<file path="src/rtl/uart_pkg.sv">
// Shared UART definitions: transmitter/receiver state encoding, frame constants
// and the even-parity helper.
package uart_pkg;

  typedef enum logic [2:0] {
    IDLE   = 3'd0,
    START  = 3'd1,
    DATA   = 3'd2,
    PARITY = 3'd3,
    STOP   = 3'd4
  } tx_state_t;

  localparam int   UART_DATA_BITS  = 8;
  localparam logic UART_IDLE_LEVEL = 1'b1;

  function automatic logic even_parity(input logic [UART_DATA_BITS-1:0] d);
    return ^d;
  endfunction

endpackage

</file>
<file path="src/rtl/uart_tx_fifo.sv">
// Synchronous transmit FIFO with async active-high reset. count_next_o exposes
// the post-edge occupancy so the parent can register its ready flag.
module uart_tx_fifo #(
  parameter int DEPTH = 4,
  parameter int WIDTH = 8
) (
  input  logic                       clk,
  input  logic                       rst,
  input  logic                       push_i,
  input  logic                       pop_i,
  input  logic [WIDTH-1:0]           data_i,
  output logic [WIDTH-1:0]           data_o,
  output logic                       full_o,
  output logic                       empty_o,
  output logic [$clog2(DEPTH):0]     count_o,
  output logic [$clog2(DEPTH):0]     count_next_o
);

  localparam int AW = $clog2(DEPTH);
  localparam logic [AW:0] FULL_CNT = (AW+1)'(DEPTH);

  logic [WIDTH-1:0] mem_q [DEPTH];
  logic [AW-1:0]    wr_q;
  logic [AW-1:0]    rd_q;
  logic [AW:0]      cnt_q;
  logic [AW:0]      cnt_d;

  always_comb begin
    cnt_d = cnt_q;
    case ({push_i, pop_i})
      2'b10:   cnt_d = cnt_q + 1'b1;
      2'b01:   cnt_d = cnt_q - 1'b1;
      default: cnt_d = cnt_q;
    endcase
  end

  always_ff @(posedge clk or posedge rst) begin
    if (rst) begin
      for (int i = 0; i < DEPTH; i++) mem_q[i] <= '0;
      wr_q  <= '0;
      rd_q  <= '0;
      cnt_q <= '0;
    end else begin
      if (push_i) begin
        mem_q[wr_q] <= data_i;
        wr_q        <= wr_q + 1'b1;
      end
      if (pop_i) rd_q <= rd_q + 1'b1;
      cnt_q <= cnt_d;
    end
  end

  assign data_o       = mem_q[rd_q];
  assign full_o       = (cnt_q == FULL_CNT);
  assign empty_o      = (cnt_q == '0);
  assign count_o      = cnt_q;
  assign count_next_o = cnt_d;

endmodule

</file>
<file path="src/rtl/uart_tx.sv">
// 8N1 UART transmitter (LSB first) with FIFO front end and CTS flow control
// checked only between frames. Define UART_TX_PARITY_EN for an even-parity bit.
module uart_tx
  import uart_pkg::*;
#(
  parameter int BAUD_COUNT = 645,
  parameter int FIFO_DEPTH = 4
) (
  input  logic                          clk,
  input  logic                          rst,
  input  logic [7:0]                    data_in,
  input  logic                          valid_in,
  output logic                          ready_out,
  input  logic                          cts_n_in,
  output logic                          tx,
  output logic                          busy_out,
  output logic [$clog2(FIFO_DEPTH):0]   count_out
);

  localparam int CW = $clog2(FIFO_DEPTH) + 1;
  localparam int BW = $clog2(BAUD_COUNT);
  localparam logic [BW-1:0] BAUD_LAST = BW'(BAUD_COUNT - 1);
  localparam logic [CW-1:0] FULL_CNT  = CW'(FIFO_DEPTH);

  tx_state_t state_q, state_d;
  logic [BW-1:0] baud_q, baud_d;
  logic [2:0]    bit_q, bit_d;
  logic [7:0]    shift_q, shift_d;
  logic          tx_q, tx_d;
  logic          ready_q;
  logic          cts_meta_q, cts_sync_q;
  logic          push_s, pop_s, bit_end_s;
  logic          fifo_full_s, fifo_empty_s;
  logic [7:0]    fifo_data_s;
  logic [CW-1:0] count_s, count_next_s;
`ifdef UART_TX_PARITY_EN
  logic          parity_q, parity_d;
`endif

  assign push_s = valid_in && ready_q;

  uart_tx_fifo #(.DEPTH(FIFO_DEPTH), .WIDTH(UART_DATA_BITS)) u_fifo (
    .clk          (clk),
    .rst          (rst),
    .push_i       (push_s),
    .pop_i        (pop_s),
    .data_i       (data_in),
    .data_o       (fifo_data_s),
    .full_o       (fifo_full_s),
    .empty_o      (fifo_empty_s),
    .count_o      (count_s),
    .count_next_o (count_next_s)
  );

  assign bit_end_s = (baud_q == BAUD_LAST);

  // tx_d follows the current state, so the line lags the FSM by one clock.
  always_comb begin
    state_d = state_q;
    baud_d  = baud_q;
    bit_d   = bit_q;
    shift_d = shift_q;
    pop_s   = 1'b0;
    tx_d    = UART_IDLE_LEVEL;
`ifdef UART_TX_PARITY_EN
    parity_d = parity_q;
`endif
    if (state_q != IDLE) begin
      baud_d = bit_end_s ? '0 : baud_q + 1'b1;
    end else begin
      baud_d = '0;
    end
    case (state_q)
      IDLE: begin
        tx_d = UART_IDLE_LEVEL;
        if (!fifo_empty_s && !cts_sync_q) begin
          pop_s   = 1'b1;
          shift_d = fifo_data_s;
          bit_d   = 3'd0;
          state_d = START;
`ifdef UART_TX_PARITY_EN
          parity_d = even_parity(fifo_data_s);
`endif
        end else begin
          state_d = IDLE;
        end
      end
      START: begin
        tx_d = 1'b0;
        if (bit_end_s) begin
          state_d = DATA;
          bit_d   = 3'd0;
        end else begin
          state_d = START;
        end
      end
      DATA: begin
        tx_d = shift_q[0];
        if (bit_end_s) begin
          shift_d = {1'b0, shift_q[7:1]};
          bit_d   = bit_q + 3'd1;
`ifdef UART_TX_PARITY_EN
          state_d = (bit_q == 3'd7) ? PARITY : DATA;
`else
          state_d = (bit_q == 3'd7) ? STOP : DATA;
`endif
        end else begin
          state_d = DATA;
        end
      end
`ifdef UART_TX_PARITY_EN
      PARITY: begin
        tx_d = parity_q;
        if (bit_end_s) state_d = STOP;
        else           state_d = PARITY;
      end
`endif
      STOP: begin
        tx_d = UART_IDLE_LEVEL;
        if (bit_end_s) state_d = IDLE;
        else           state_d = STOP;
      end
      default: begin
        state_d = IDLE;
        baud_d  = '0;
      end
    endcase
  end

  // State, datapath, CTS synchronizer and registered outputs.
  always_ff @(posedge clk or posedge rst) begin
    if (rst) begin
      state_q    <= IDLE;
      baud_q     <= '0;
      bit_q      <= 3'd0;
      shift_q    <= 8'd0;
      tx_q       <= UART_IDLE_LEVEL;
      ready_q    <= 1'b0;
      cts_meta_q <= 1'b1;
      cts_sync_q <= 1'b1;
`ifdef UART_TX_PARITY_EN
      parity_q   <= 1'b0;
`endif
    end else begin
      state_q    <= state_d;
      baud_q     <= baud_d;
      bit_q      <= bit_d;
      shift_q    <= shift_d;
      tx_q       <= tx_d;
      ready_q    <= (count_next_s != FULL_CNT);
      cts_meta_q <= cts_n_in;
      cts_sync_q <= cts_meta_q;
`ifdef UART_TX_PARITY_EN
      parity_q   <= parity_d;
`endif
    end
  end

  assign tx        = tx_q;
  assign ready_out = ready_q;
  assign count_out = count_s;
  assign busy_out  = (state_q != IDLE) || (count_s != '0);

endmodule

</file>
<file path="config.mk">
export PLATFORM = sky130hd
export DESIGN_NAME = uart_tx
export DESIGN_NICKNAME = d
export VERILOG_FILES = /design/src/rtl/uart_pkg.sv /design/src/rtl/uart_tx_fifo.sv /design/src/rtl/uart_tx.sv
export SDC_FILE = /design/constraint.sdc
export NUM_CORES = 1
export LEC_CHECK = 0
export ABC_CLOCK_PERIOD_IN_PS = 2700
export BUFFER_PORTS_ARGS = -buffer_cell sky130_fd_sc_hd__buf_2
export CAP_MARGIN = 20
export CORE_UTILIZATION = 35
export CTS_BUF_LIST = sky130_fd_sc_hd__clkbuf_8
export DETAILED_ROUTE_END_ITERATION = 8
export SYNTH_ARGS = -nofsm -noshare
export SYNTH_HDL_FRONTEND = slang
export SYNTH_SLANG_ARGS = --single-unit
</file>
<file path="constraint.sdc">
create_clock -name clk -period 2.7 [get_ports clk]
set_input_delay 0.54 -clock clk [delete_from_list [all_inputs] [get_ports clk]]
set_output_delay 0.54 -clock clk [all_outputs]
set_load 0.05 [all_outputs]
</file>
* Word level (Yosys, flattened, before mapping)
Cells that the tools add are included.
Widths: inputs -> output; s select.
** Cells by class
- $add $sub $neg :: 6
- Multipliers :: 0
- Div/mod/pow operators :: 0
- $lt $le $gt $ge :: 3
- Eq/ne operators :: 11
- Shift operators :: 0
- Mux-type cells :: 26
- Bitwise operators :: 2
- Reduce and logical (&&, ||, !) cells :: 15
** Operator list (number)
- $mux 8 :: 5
- $bwmux 32 :: 1
- $mux 10 :: 3
- $mux 3 :: 6
- $bmux 8 s2 :: 1
- $demux 8 s2 :: 1
- $pmux 8 s2 :: 1
- $pmux 3 s4 :: 1
- $add 10x1->10 const B :: 1
- $eq 10x10->1 const B :: 1
- $pmux 3 s3 :: 1
- $reduce_bool 3->1 :: 3
- $add 3x1->3 const B :: 2
- $eq 3x3->1 const B :: 2
- $ge 3x3->1 const B :: 2
- $logic_not 3->1 :: 2
- $ne 2x2->1 const B :: 3
- $not 2->3 :: 2
- $pmux 3 s2 :: 1
- $add 2x1->2 const B :: 2
- $reduce_and 4->1 :: 1
- $reduce_or 4->1 :: 1
- $eq 3x1->1 const B :: 1
- $eq 3x2->1 const B :: 1
- 13 further kinds :: 18
** Storage, ports and cells
- Bits in registers :: 67
- Latch bits :: 0
- RAM bits :: 0
- Bits in read-only memories :: 0
- Bits of input ports :: 12
- Output and inout port bits :: 6
- Word-level logic and storage cells :: 78
- Memories :: 0

* Depth between registers and ports, before layout
Gate-level depths: netlist of run 1.
- Depth after elaboration :: 8
- Gate-level depth with buffers :: 11

* Modules after synthesis
From an unflattened synthesis of run 1, not the netlist that was laid out.
** Unflattened totals
- Cell total of the unflattened synthesis :: 236
- Area, all modules :: 3179.3 um^2
** By module, submodules not included
- uart_tx_fifo :: instances 1, cells each 112, area each 1770.4 um^2, seq. area each 975.9 um^2
- uart_tx :: instances 1, cells each 124, area each 1408.9 um^2, seq. area each 704.4 um^2

* Worst setup path after synthesis of run 1
OpenSTA, ideal clock, no wires.
- Kind :: register -> register
- Start :: register u_fifo.cnt_q[0], in the netlist u_fifo.count_o[0]
- End :: register ready_q, in the netlist ready_out
- Arrival :: 2193 ps
- Slack :: 382 ps
- Stages on the path, launching flop included :: 12
- Buffers on the path :: 0
- Period minus slack after synthesis :: 2318 ps
- Path through :: dfrtp_1 -> nor3_2 -> nor2_1 -> nand2_1 -> inv_1 -> ha_1 -> inv_1 -> fa_1 -> xor2_1 -> nor2_1 -> xor2_1 -> nand2_1
** On the way
- Word-level cells in the longest chain between the ends :: 8
- Elaborated cells between the ends (all ways) :: 11
** Ends and longest elaborated chain
- start: declaration :: RTL line uart_tx_fifo.sv:25 : logic [AW:0] cnt_q;
- start signal: assignment :: RTL line uart_tx_fifo.sv:49 : cnt_q <= cnt_d;
- $logic_not 3->1 :: RTL line uart_tx_fifo.sv:55 : assign empty_o = (cnt_q == '0);
- $logic_not 1->1 :: RTL line uart_tx.sv:76 : if (!fifo_empty_s && !cts_sync_q) begin
- $logic_and 1x1->1 :: RTL line uart_tx.sv:76
- $mux 1 :: RTL line uart_tx.sv:76
- $mux 1 :: RTL line uart_tx.sv:73 : case (state_q)
- $eq 2x1->1 or $eq 2x2->1 (tied branches) :: RTL line uart_tx_fifo.sv:30 : case ({push_i, pop_i})
- $pmux 3 s2 (*) :: RTL line uart_tx_fifo.sv:30
- named net count_next_s[2] :: RTL line uart_tx.sv:35 : logic [CW-1:0] count_s, count_next_s;
- $ne 3x3->1 (*) :: RTL line uart_tx.sv:150 : ready_q <= (count_next_s != FULL_CNT);
- end signal: assignment :: RTL line uart_tx.sv:150
- end: declaration :: RTL line uart_tx.sv:30 : logic ready_q;
The timed path passes the listed nets; every way through them passes the cells marked *.
A chain may end at the register's enable or synchronous reset.

* Worst setup path in the final report of run 1
- Start :: register state_q[0]
- End :: register ready_q, in the netlist ready_out
** On the way
- Word-level cells in the longest chain between the ends :: 5
- Elaborated cells between the ends (all ways) :: 6
** Ends and longest elaborated chain
- start: declaration :: RTL line uart_tx.sv:25 : tx_state_t state_q, state_d;
- start signal: assignment :: RTL line uart_tx.sv:145 : state_q <= state_d;
- $logic_not 3->1 (*) :: RTL line uart_tx.sv:73
- $mux 1 (*) :: RTL line uart_tx.sv:73
- $eq 2x1->1 or $eq 2x2->1 (tied branches) :: RTL line uart_tx_fifo.sv:30
- $pmux 3 s2 (*) :: RTL line uart_tx_fifo.sv:30
- named net count_next_s[2] :: RTL line uart_tx.sv:35
- $ne 3x3->1 (*) :: RTL line uart_tx.sv:150
Marked as above.

==> flow_metrics.py, run 1 <==
metrics = {
    "status": {
        "status": "completed",
    },
    "layout": {
        "seqCellArea_sq_mm": 0.00168,
        "fillers": 831,
        "diodes": 0,
        "multiInputGateArea_sq_mm": 0.00139,
        "layout-drive-gt1-share_pct": 38.5,
        "syn_to_final_growth_pct": 12.5,
        "nNetsFinal": 282,
    },
    "clock_tree": {
        "post_cts_resized": 0,
        "cts-htree-levels": 3,
        "cts_buffers": 9,
        "root_buffer": "clkbuf_8",
        "cts.sinks": 67,
        "post_cts_buffers": 0,
        "clk_latency_ns": 0.34,
        "clockBufferDepth": 2,
        "clk_pin_slew_ns": 0.08,
        "cts_tree": "done",
        "ctsHoldBuffers": 0,
    },
    "logic_synthesis": {
        "synthSimpleGateAreaFrac_pct": 9.28,
        "async_reset_ff_share_pct": 100,
        "synth_edf_count": 0,
        "synthesis.nets": 259,
        "syn_area_sq_mm": 0.00318,
        "syn_area_per_cell_sq_um": 13.4,
        "syn_inst": 237,
        "dominantRegCellSynth": "dfrtp_1",
        "yosys_warnings": 0,
        "ys_ff_latch": 67,
        "netlist-cell-type-count": 38,
        "synth_top_family_by_area": "multiplexers",
        "synthXorXnorAreaFrac_pct": 4.13,
        "yosysSeqAreaShare_pct": 52.8,
        "synth_fa_ha_area_share_pct": 4.17,
        "synth-compound-area-share_pct": 3.11,
        "muxShareOfSynthArea_pct": 23.1,
    },
    "timing": {
        "finalMaxSlewViolations": 0,
        "rsz0062_at_grt": "false",
        "relSlewSlack_pct": 47.5,
        "setup_violations": 0,
        "fin_worst_skew_ns": 0.00819,
        "fmax_mhz": 429,
        "post-route-min-period_ns": 2.33,
        "tightest_slew_ns": 0.784,
        "setup_tns_ns": 0,
        "setup_slack_ns": 0.368,
        "post-route-period-util_pct": 86.4,
        "hold_violations": 0,
    },
    "die": {
        "chipHeight_um": 97.3,
        "die_x_um": 97.3,
        "coreArea_sq_mm": 0.00876,
        "die_area_sq_mm": 0.00948,
        "num_rows": 34,
        "ioPinCount": 18,
        "initial_core_util_pct": 36.3,
    },
    "global_route": {
        "met1_usage_pct": 16.6,
        "grt_pass1_wl_um": 9380,
        "top_usage_layer": "met2",
        "grt_pass1_vias": 1900,
        "overflow": 0,
        "use_met3_pct": 3.96,
        "antenna_found_initial": 0,
        "grt_max_degree": 68,
        "groute.layer.met2.usage_pct": 20.3,
        "track_usage_pct": 12.8,
    },
    "place": {
        "pre_cts_slack_ns": 0.364,
        "io_buffers": 17,
        "routabilityCongestion": 0.732,
        "dp_hpwl_um": 3750,
    },
    "detailed_routing": {
        "drc_errors": 0,
        "vias_per_cell": 4.84,
        "detail_route.wl_per_cell_um": 14.8,
        "ant_nets": 0,
        "drtIter0Drc": 55,
        "drtPass1Iterations": 4,
        "finalWirelength_um": 5520,
        "via_count": 1806,
    },
    "flow_run": {
        "max_cap_violations": 0,
    },
    "power_and_ir_drop": {
        "total_power_w": 0.00381,
        "power_density_mw_per_mm2": 1060,
        "p_leak_nw": 1.58,
        "ir_drop_uv": 490,
    },
    "critical_path": {
        "critPathKind": "reg -> reg",
        "path_max_fanout": 9,
        "crit_path_start_kind": "flip-flop",
        "cp.required_ns": 2.92,
        "critPathCaptureType": "flip-flop",
        "arrival_ns": 2.55,
    },
    "worst_hold_path": {
        "holdCritPathClass": "in -> async",
    },
}
-- final cells by class --
type,count,share of cell area [%]
Clock inverter,6,1.82
Timing Repair Buffer,21,3.56
Tap cell,108,3.77
Multi-Input combinational cell,150,38.9
Clock buffer,10,3.84
Inverter,11,1.15
Sequential cell,67,46.9
-- logic make-up after synthesis --
kind of cell | after synthesis
DFF | 67
and+or+nand+nor | 56
muxes | 55
buffers and inverters | 20
xor gates and xnor gates | 15
AOI/OAI and AO/OA | 14
adders and majority gates | 10
-- metal layers --
metal  routed length, um  part of all wire (%)
met1                2690                    49
met2                2630                    48
met3                 138                   2.5
met4                  67                   1.2
met5                   0                     0
-- where the power goes --
group          internal, W  switching [W]  leakage [nW]  total [W]
registers          0.00142       0.000321         0.814    0.00174
logic             0.000724       0.000498         0.671    0.00122
clock network     0.000449       0.000391        0.0905   0.000841
total              0.00260        0.00121          1.58    0.00381
-- Yosys cell counts, drive strengths merged, types with 3 or more instances --
| library cell | number | area [sq um] |
|---|---|---|
| a21oi | 3 | 15.0 |
| dfrtp | 64 | 1600 |
| nand3 | 8 | 40.0 |
| clkbuf | 3 | 11.3 |
| nand2 | 13 | 48.8 |
| nor3 | 5 | 30.0 |
| xnor2 | 9 | 78.8 |
| mux2 | 47 | 556 |
| ha | 9 | 113 |
| buf | 6 | 55.1 |
| xor2 | 6 | 52.6 |
| inv | 11 | 41.3 |
| mux4 | 8 | 180 |
| nor2 | 18 | 70.1 |
| dfstp | 3 | 78.8 |
| o21ai | 3 | 15.0 |
-- sequential cells by signal, summed over array words and instances (netlist names), 2 cells and up --
signal,flops
shift_q,8
u_fifo.rd_q,2
state_q,3
u_fifo.wr_q,2
u_fifo.mem_q,32
u_fifo.count_o,3
baud_q,10
bit_q,3
-- cell usage in the layout, fill, tap and decap left out, types with 2 or more instances in the layout --
cell,instances
a32o_1,2
nor3_1,4
nor4_1,2
nand2_1,13
dfstp_2,3
nand3b_1,2
nor2_1,17
o21ai_0,3
xor2_1,6
nand3_1,8
ha_1,9
buf_2,17
buf_4,3
dfrtp_1,64
a21oi_1,3
mux2_2,40
inv_1,10
mux2_4,7
clkbuf_8,10
clkinvlp_4,4
xnor2_1,9
mux4_2,8
-- metrics by stage --
step,hold slack (ns),std cells,area [sq um],util (%)
after detailed placement,0.354,357,3380,38.5
after global placement,0.348,357,3380,38.5
after global routing,0.277,373,3580,40.9
after floorplan,0.345,237,3180,-
final,0.258,373,3580,40.9
after CTS,0.262,373,3580,40.9
-- critical path, stage by stage (launching register included) --
cell and delay, ns:
dfrtp_1 0.47, nor3_1 0.24, nand2_1 0.14, inv_1 0.19, ha_1 0.21, inv_1 0.06
fa_1 0.37, xor2_1 0.15, nor2_1 0.11, xor2_1 0.21, nand2_1 0.07
-- final timing paths --
kind | slack, ns | endpoint | cells past startpoint | start
worst max-delay path | 0.37 | ready_out | 10 | state_q[0]
worst min-delay path | 0.26 | state_q[0] | 3 | rst
worst max register to register | 0.37 | ready_out | 10 | state_q[0]
worst min register to register | 0.36 | cts_sync_q | 0 | cts_meta_q
max in group asynchronous | 2.13 | tx | 3 | rst
min in group clk | 0.31 | cts_meta_q | 1 | cts_n_in
(Power assumes the default switching activity.)
==> inputs of run 2 (changes only) <==
Settings changed: GPL_TIMING_DRIVEN set to 0.
==> run 2 against run 1 <==
  * Sequential power down 3%
  * Clock power up 0.7%
  * Worst hold slack better by 0.027 ns
  * Cell count up 1.1%
  * Non-clock buffer count up 4
  * Clock skew down 0.00072 ns
  * Global-route usage down 0.34 points
  * Critical path depth up 1
  * Sequential share of layout area down 0.26 points
  * Register-to-register slack worse by 0.07 ns
  * Largest cell class unchanged
  * Largest power group unchanged
  * Highest routed layer unchanged
==> flow_metrics.py, run 2 (synthesized netlist as in run 1, its figures left out) <==
metrics = {
    "status": {
        "status": "completed",
    },
    "place": {
        "dp_hpwl_um": 3570,
        "placed_cells": 361,
        "io_buffers": 16,
        "detailed_place.area_sq_mm": 0.00340,
        "routabilityCongestion": 0.722,
    },
    "timing": {
        "post-route-period-util_pct": 89.0,
        "fmax_mhz": 416,
        "post-route-min-period_ns": 2.40,
        "hold_violations": 0,
        "tightest_slew_ns": 0.844,
        "setup_tns_ns": 0,
        "relSlewSlack_pct": 43.5,
        "setup_violations": 0,
        "rsz0062_at_grt": "false",
        "fin_worst_skew_ns": 0.00747,
        "finalMaxSlewViolations": 0,
    },
    "clock_tree": {
        "cts.sinks": 67,
        "clk_pin_slew_ns": 0.08,
        "post_cts_buffers": 0,
        "cts-htree-levels": 3,
        "cts_tree": "done",
        "root_buffer": "clkbuf_8",
        "cts_buffers": 9,
        "clockBufferDepth": 2,
        "post_cts_resized": 0,
        "ctsHoldBuffers": 0,
        "clk_latency_ns": 0.35,
    },
    "worst_hold_path": {
        "holdCritPathClass": "in -> reg",
        "hold_depth": 1,
        "hold_end": "cts_meta_q",
        "min-delay-start": "cts_n_in",
    },
    "detailed_routing": {
        "ant_nets": 0,
        "drtPass1Iterations": 6,
        "finalWirelength_um": 5450,
        "drtIter0Drc": 52,
        "via_count": 1840,
        "detail_route.wl_per_cell_um": 14.5,
        "vias_per_cell": 4.88,
        "drc_errors": 0,
    },
    "layout": {
        "fillers": 834,
        "largest_reg_flops": 32,
        "largest-register": "u_fifo.mem_q",
        "nNetsFinal": 286,
        "final_core_utilization_pct": 41.1,
        "design_area_sq_mm": 0.00360,
        "layout-drive-gt1-share_pct": 38.3,
        "mostFrequentLayoutCells": "dfrtp_1 (64), mux2_2 (40), buf_2 (18)",
        "final_cells": 377,
        "diodes": 0,
        "syn_to_final_growth_pct": 13.2,
        "final_common_cell": "dfrtp_1",
        "reg.largest.list": "u_fifo.mem_q x32, baud_q x10, shift_q x8",
    },
    "die": {
        "coreArea_sq_mm": 0.00876,
        "chipHeight_um": 97.3,
        "die_area_sq_mm": 0.00948,
        "initial_core_util_pct": 36.3,
        "ioPinCount": 18,
        "num_rows": 34,
        "die_x_um": 97.3,
    },
    "power_and_ir_drop": {
        "power_density_mw_per_mm2": 1060,
        "power_frac_comb_pct": 33.8,
        "p_switching_w": 0.00123,
        "p_int_w": 0.00259,
        "ir_drop_uv": 441,
        "p_seq_share_pct": 44.0,
        "p_clk_share_pct": 22.2,
        "swShare_pct": 32.1,
        "p_leak_nw": 1.58,
    },
    "critical_path": {
        "reg2reg_depth": 11,
        "reg2reg_to": "ready_out",
        "cp.required_ns": 2.93,
        "critPathCaptureType": "flip-flop",
        "reg2reg_slack_ns": 0.30,
        "slowest_delay_ns": 0.37,
        "critPathKind": "reg -> reg",
        "reg2reg_from": "state_q[1]",
        "crit_slowest_cell": "fa_1",
        "crit_path_start_kind": "flip-flop",
        "path_max_fanout": 9,
        "arrival_ns": 2.64,
        "path_cells": "buf_2 > nor3_1 > nand2_1 > inv_1 > ha_1 > inv_1 > fa_1 > xor2_1 > nor2_1 > xor2_1 > nand2_1",
    },
    "global_route": {
        "antenna_found_initial": 0,
        "grt_pass1_vias": 1840,
        "grt_pass1_wl_um": 9150,
        "overflow": 0,
        "track_usage_pct": 12.5,
        "grt_max_degree": 68,
    },
    "flow_run": {
        "max_cap_violations": 0,
    },
}
## run 2: changes by cell type in the layout (fill, tap and decap cells not counted), sizes merged
cell and change:
buf +1, clkbuf +2, inv +1
## run 2: routing by layer
| metal | track usage (%) | up-vias | part of all wire, % |
|---|---|---|---|
| li1 | - | 890 | - |
| met5 | 0 | - | 0 |
| met4 | 6.45 | 0 | 1.5 |
| met1 | 16.0 | 930 | 48 |
| met3 | 3.17 | 6 | 2.6 |
| met2 | 19.6 | 14 | 48 |
## run 2: how the worst max path moves through the flow
stage                     cells after the start              start  slack (ns)               to
after floorplan                              11  u_fifo.count_o[0]        0.38        ready_out
after global placement                        2                rst       -0.40  u_fifo.mem_q[2]
after detailed placement                     11         state_q[1]        0.28        ready_out
after CTS                                    11         state_q[1]        0.27        ready_out
after global routing                         11         state_q[1]        0.06        ready_out
final                                        11         state_q[1]        0.30        ready_out
## run 2: power groups by stage
stage                     Sequential (W)  Combinational, W  Clock, W
after detailed placement         0.00170           0.00131         0
after global routing             0.00174           0.00142  0.000921
after CTS                        0.00168           0.00132  0.000875
after global placement           0.00169           0.00128         0
final                            0.00168           0.00129  0.000847
after floorplan                  0.00172           0.00101         0
## run 2: through the flow
stage | hold slack [ns] | total power, W | worst slack, ns
finish | 0.285 | 0.00382 | 0.297
global route | 0.270 | 0.00408 | 0.0615
CTS | 0.269 | 0.00387 | 0.270
detailed placement | 0.353 | 0.00301 | 0.278
global placement | 0.354 | 0.00297 | -0.395
floorplan | 0.345 | 0.00273 | 0.382
## run 2: area by class of cell
cell class                      count  area (sq um)  area share (%)
Buffer                              9          66.3            1.84
Clock buffer                        9           124            3.44
Clock inverter                      7          77.6            2.15
Inverter                           11          43.8            1.22
Multi-Input combinational cell    150          1390            38.7
Sequential cell                    67          1680            46.7
Tap cell                          108           135            3.75
Timing Repair Buffer               16          80.1            2.22
## run 2: worst max-delay path: cells and delay by family (launching register included)
family                     cells  cell delay (ns)
xor gates and xnor gates       2             0.35
adders and majority gates      2             0.59
buffers and inverters          3             0.44
DFF                            1             0.36
and+or+nand+nor                4             0.56
==> inputs of run 3 (changes only) <==
Settings changed: ABC_AREA set to 1.
==> run 3 against run 2 <==
  * Via count increased by 37%
  * Sequential cell count unchanged
  * Non-clock buffer count increased by 1
  * Critical path depth decreased by 1
  * Area after synthesis increased by 3.8%
  * Sequential share of layout area decreased by 2.2 points
  * Final area increased by 4.9%
  * Count of clock-buffer cells in the layout unchanged
  * Setup slack improved by 0.23 ns
  * Routed wire length increased by 21%
  * Cell count increased by 40%
  * Critical path type unchanged
  * Critical endpoint unchanged
==> flow_metrics.py, run 3 <==
metrics = {
    "critical_path": {
        "crit_slowest_cell": "dfrtp_1",
        "reg2reg_from": "state_q[2]",
        "path_cells": "nor2_2 > nand2_4 > nor2_8 > ha_1 > inv_1 > fa_1 > a21oi_1 > o21ai_0 > xor2_1 > nand2_1",
        "critPathCaptureType": "flip-flop",
        "slowest_delay_ns": 0.45,
        "critPathKind": "reg -> reg",
        "reg2reg_slack_ns": 0.53,
        "reg2reg_depth": 10,
        "crit_family": "simple AND/OR/NAND/NOR gates",
        "cp.required_ns": 2.93,
        "path_max_fanout": 5,
        "crit_path_start_kind": "flip-flop",
        "arrival_ns": 2.40,
        "reg2reg_to": "ready_out",
        "path_buf_inv": 1,
    },
    "power_and_ir_drop": {
        "total_power_w": 0.00325,
        "p_leak_nw": 1.93,
        "ir_drop_uv": 394,
        "power_density_mw_per_mm2": 862,
    },
    "layout": {
        "syn_to_final_growth_pct": 14.4,
        "multiInputGateArea_sq_mm": 0.00141,
        "seqCellArea_sq_mm": 0.00168,
        "largest_reg_flops": 32,
        "fillers": 962,
        "diodes": 0,
        "final_common_cell": "nand2_1",
        "mostFrequentLayoutCells": "nand2_1 (124), dfrtp_1 (64), nand3_1 (38)",
        "largest-register": "u_fifo.mem_q",
        "reg.largest.list": "u_fifo.mem_q x32, baud_q x10, shift_q x8",
        "nNetsFinal": 435,
        "layout-drive-gt1-share_pct": 16.7,
    },
    "detailed_routing": {
        "drtPass1Iterations": 4,
        "vias_per_cell": 4.76,
        "ant_nets": 0,
        "drtIter0Drc": 126,
        "finalWirelength_um": 6590,
        "drc_errors": 0,
        "via_count": 2517,
        "detail_route.wl_per_cell_um": 12.5,
    },
    "logic_synthesis": {
        "yosys_warnings": 0,
        "synthesis.nets": 407,
        "synth_top_area_share_pct": 48.5,
        "ys_ff_latch": 67,
        "yosysSeqAreaShare_pct": 50.9,
        "syn_inst": 385,
        "synth_edf_count": 0,
        "yosysTopAreaCell": "dfrtp_1",
        "synth_most_common_cell": "nand2_1",
        "netlist-cell-type-count": 30,
        "syn_area_per_cell_sq_um": 8.58,
        "synth.area.top_cells": "dfrtp_1 (49%), nand2_1 (14%), nand3_1 (5.8%), o21ai_0 (4.2%), inv_1 (3.5%)",
        "async_reset_ff_share_pct": 100,
        "syn_area_sq_mm": 0.00330,
        "synth_common_cells": "nand2_1 (124), dfrtp_1 (64), nand3_1 (38)",
        "dominantRegCellSynth": "dfrtp_1",
    },
    "clock_tree": {
        "clk_pin_slew_ns": 0.07,
        "clk_latency_ns": 0.35,
        "cts_tree": "done",
        "cts.sinks": 67,
        "post_cts_resized": 0,
        "ctsHoldBuffers": 0,
        "clockBufferDepth": 2,
        "cts_buffers": 9,
        "root_buffer": "clkbuf_8",
        "post_cts_buffers": 0,
        "cts-htree-levels": 3,
    },
    "timing": {
        "post-route-min-period_ns": 2.17,
        "finalMaxSlewViolations": 0,
        "setup_slack_ns": 0.530,
        "rsz0062_at_grt": "false",
        "relSlewSlack_pct": 45.2,
        "tightest_slew_ns": 0.822,
        "post-route-period-util_pct": 80.4,
        "hold_violations": 0,
        "fin_worst_skew_ns": 0.0140,
        "fmax_mhz": 461,
        "setup_violations": 0,
    },
    "die": {
        "num_rows": 35,
        "initial_core_util_pct": 35.9,
        "coreArea_sq_mm": 0.00920,
        "die_area_sq_mm": 0.00983,
        "die_x_um": 99.1,
        "chipHeight_um": 99.1,
        "ioPinCount": 18,
    },
    "global_route": {
        "overflow": 0,
        "grt_max_degree": 68,
        "grt_pass1_wl_um": 11500,
        "grt_pass1_vias": 2461,
        "track_usage_pct": 15.1,
        "antenna_found_initial": 0,
    },
    "worst_hold_path": {
        "hold_depth": 1,
        "hold_end": "cts_meta_q",
        "holdCritPathClass": "in -> reg",
        "min-delay-start": "cts_n_in",
    },
    "place": {
        "dp_hpwl_um": 4590,
        "pre_cts_slack_ns": 0.533,
        "routabilityCongestion": 0.794,
        "io_buffers": 17,
    },
    "flow_run": {
        "max_cap_violations": 0,
    },
    "status": {
        "status": "completed",
    },
}
==> run 3: logic make-up after synthesis <==
group	after synthesis	share of synthesized area, %
buf+inv	47	6.44
compound gates	44	6.82
fa+ha+maj	10	4.02
xor+xnor	11	2.92
simple gates	206	28.9
flops	67	50.9
==> run 3: how the worst max path moves through the flow <==
| stage | slack, ns | endpoint | startpoint | cells past startpoint |
|---|---|---|---|---|
| after floorplan | 0.46 | ready_out | u_fifo.count_o[2] | 11 |
| after global placement | -0.43 | u_fifo.mem_q[24] | rst | 2 |
| after detailed placement | 0.53 | ready_out | state_q[2] | 10 |
| after CTS | 0.52 | ready_out | state_q[2] | 10 |
| after global routing | 0.38 | ready_out | state_q[2] | 10 |
| final | 0.53 | ready_out | state_q[2] | 10 |
==> run 3: layout make-up <==
class | count | area share [%]
Multi-Input combinational cell | 271 | 37.3
Tap cell | 111 | 3.68
Buffer | 9 | 1.86
Clock inverter | 7 | 3.28
Clock buffer | 9 | 3.28
Sequential cell | 67 | 44.5
Timing Repair Buffer | 17 | 2.25
Inverter | 38 | 3.84
==> run 3: worst register-to-register path, stage by stage (launching register included) <==
cell and delay [ns]:
dfrtp_1 0.45, nor2_2 0.20, nand2_4 0.12, nor2_8 0.18, ha_1 0.17, inv_1 0.07, fa_1 0.38, a21oi_1 0.14
o21ai_0 0.11, xor2_1 0.18, nand2_1 0.07
==> run 3: per-layer routing <==
layer | vias to the layer above | GRT usage [%] | share of wire [%]
li1 | 1277 | - | -
met1 | 1192 | 19.7 | 47
met2 | 39 | 24.5 | 48
met3 | 9 | 4.43 | 3.7
met4 | 0 | 4.75 | 1.3
met5 | - | 0 | 0
==> run 3: per-stage QoR <==
stage                     TNS [ns]  cells  cell area [sq um]  utilization [%]  hold slack, ns
final                            0    529               3780             41.1           0.291
after CTS                        0    529               3780             41.1           0.275
after floorplan                  0    385               3300                -           0.345
after global placement      -27.28    513               3530             38.3           0.348
after global routing             0    529               3780             41.1           0.266
after detailed placement         0    513               3530             38.4           0.354
==> run 3: power breakdown <==
group | switching [W] | internal (W) | leakage, nW
clock | 0.000418 | 0.000619 | 0.120
sequential | 0.000146 | 0.00127 | 0.845
combinational | 0.000509 | 0.000295 | 0.963
total | 0.00107 | 0.00218 | 1.93
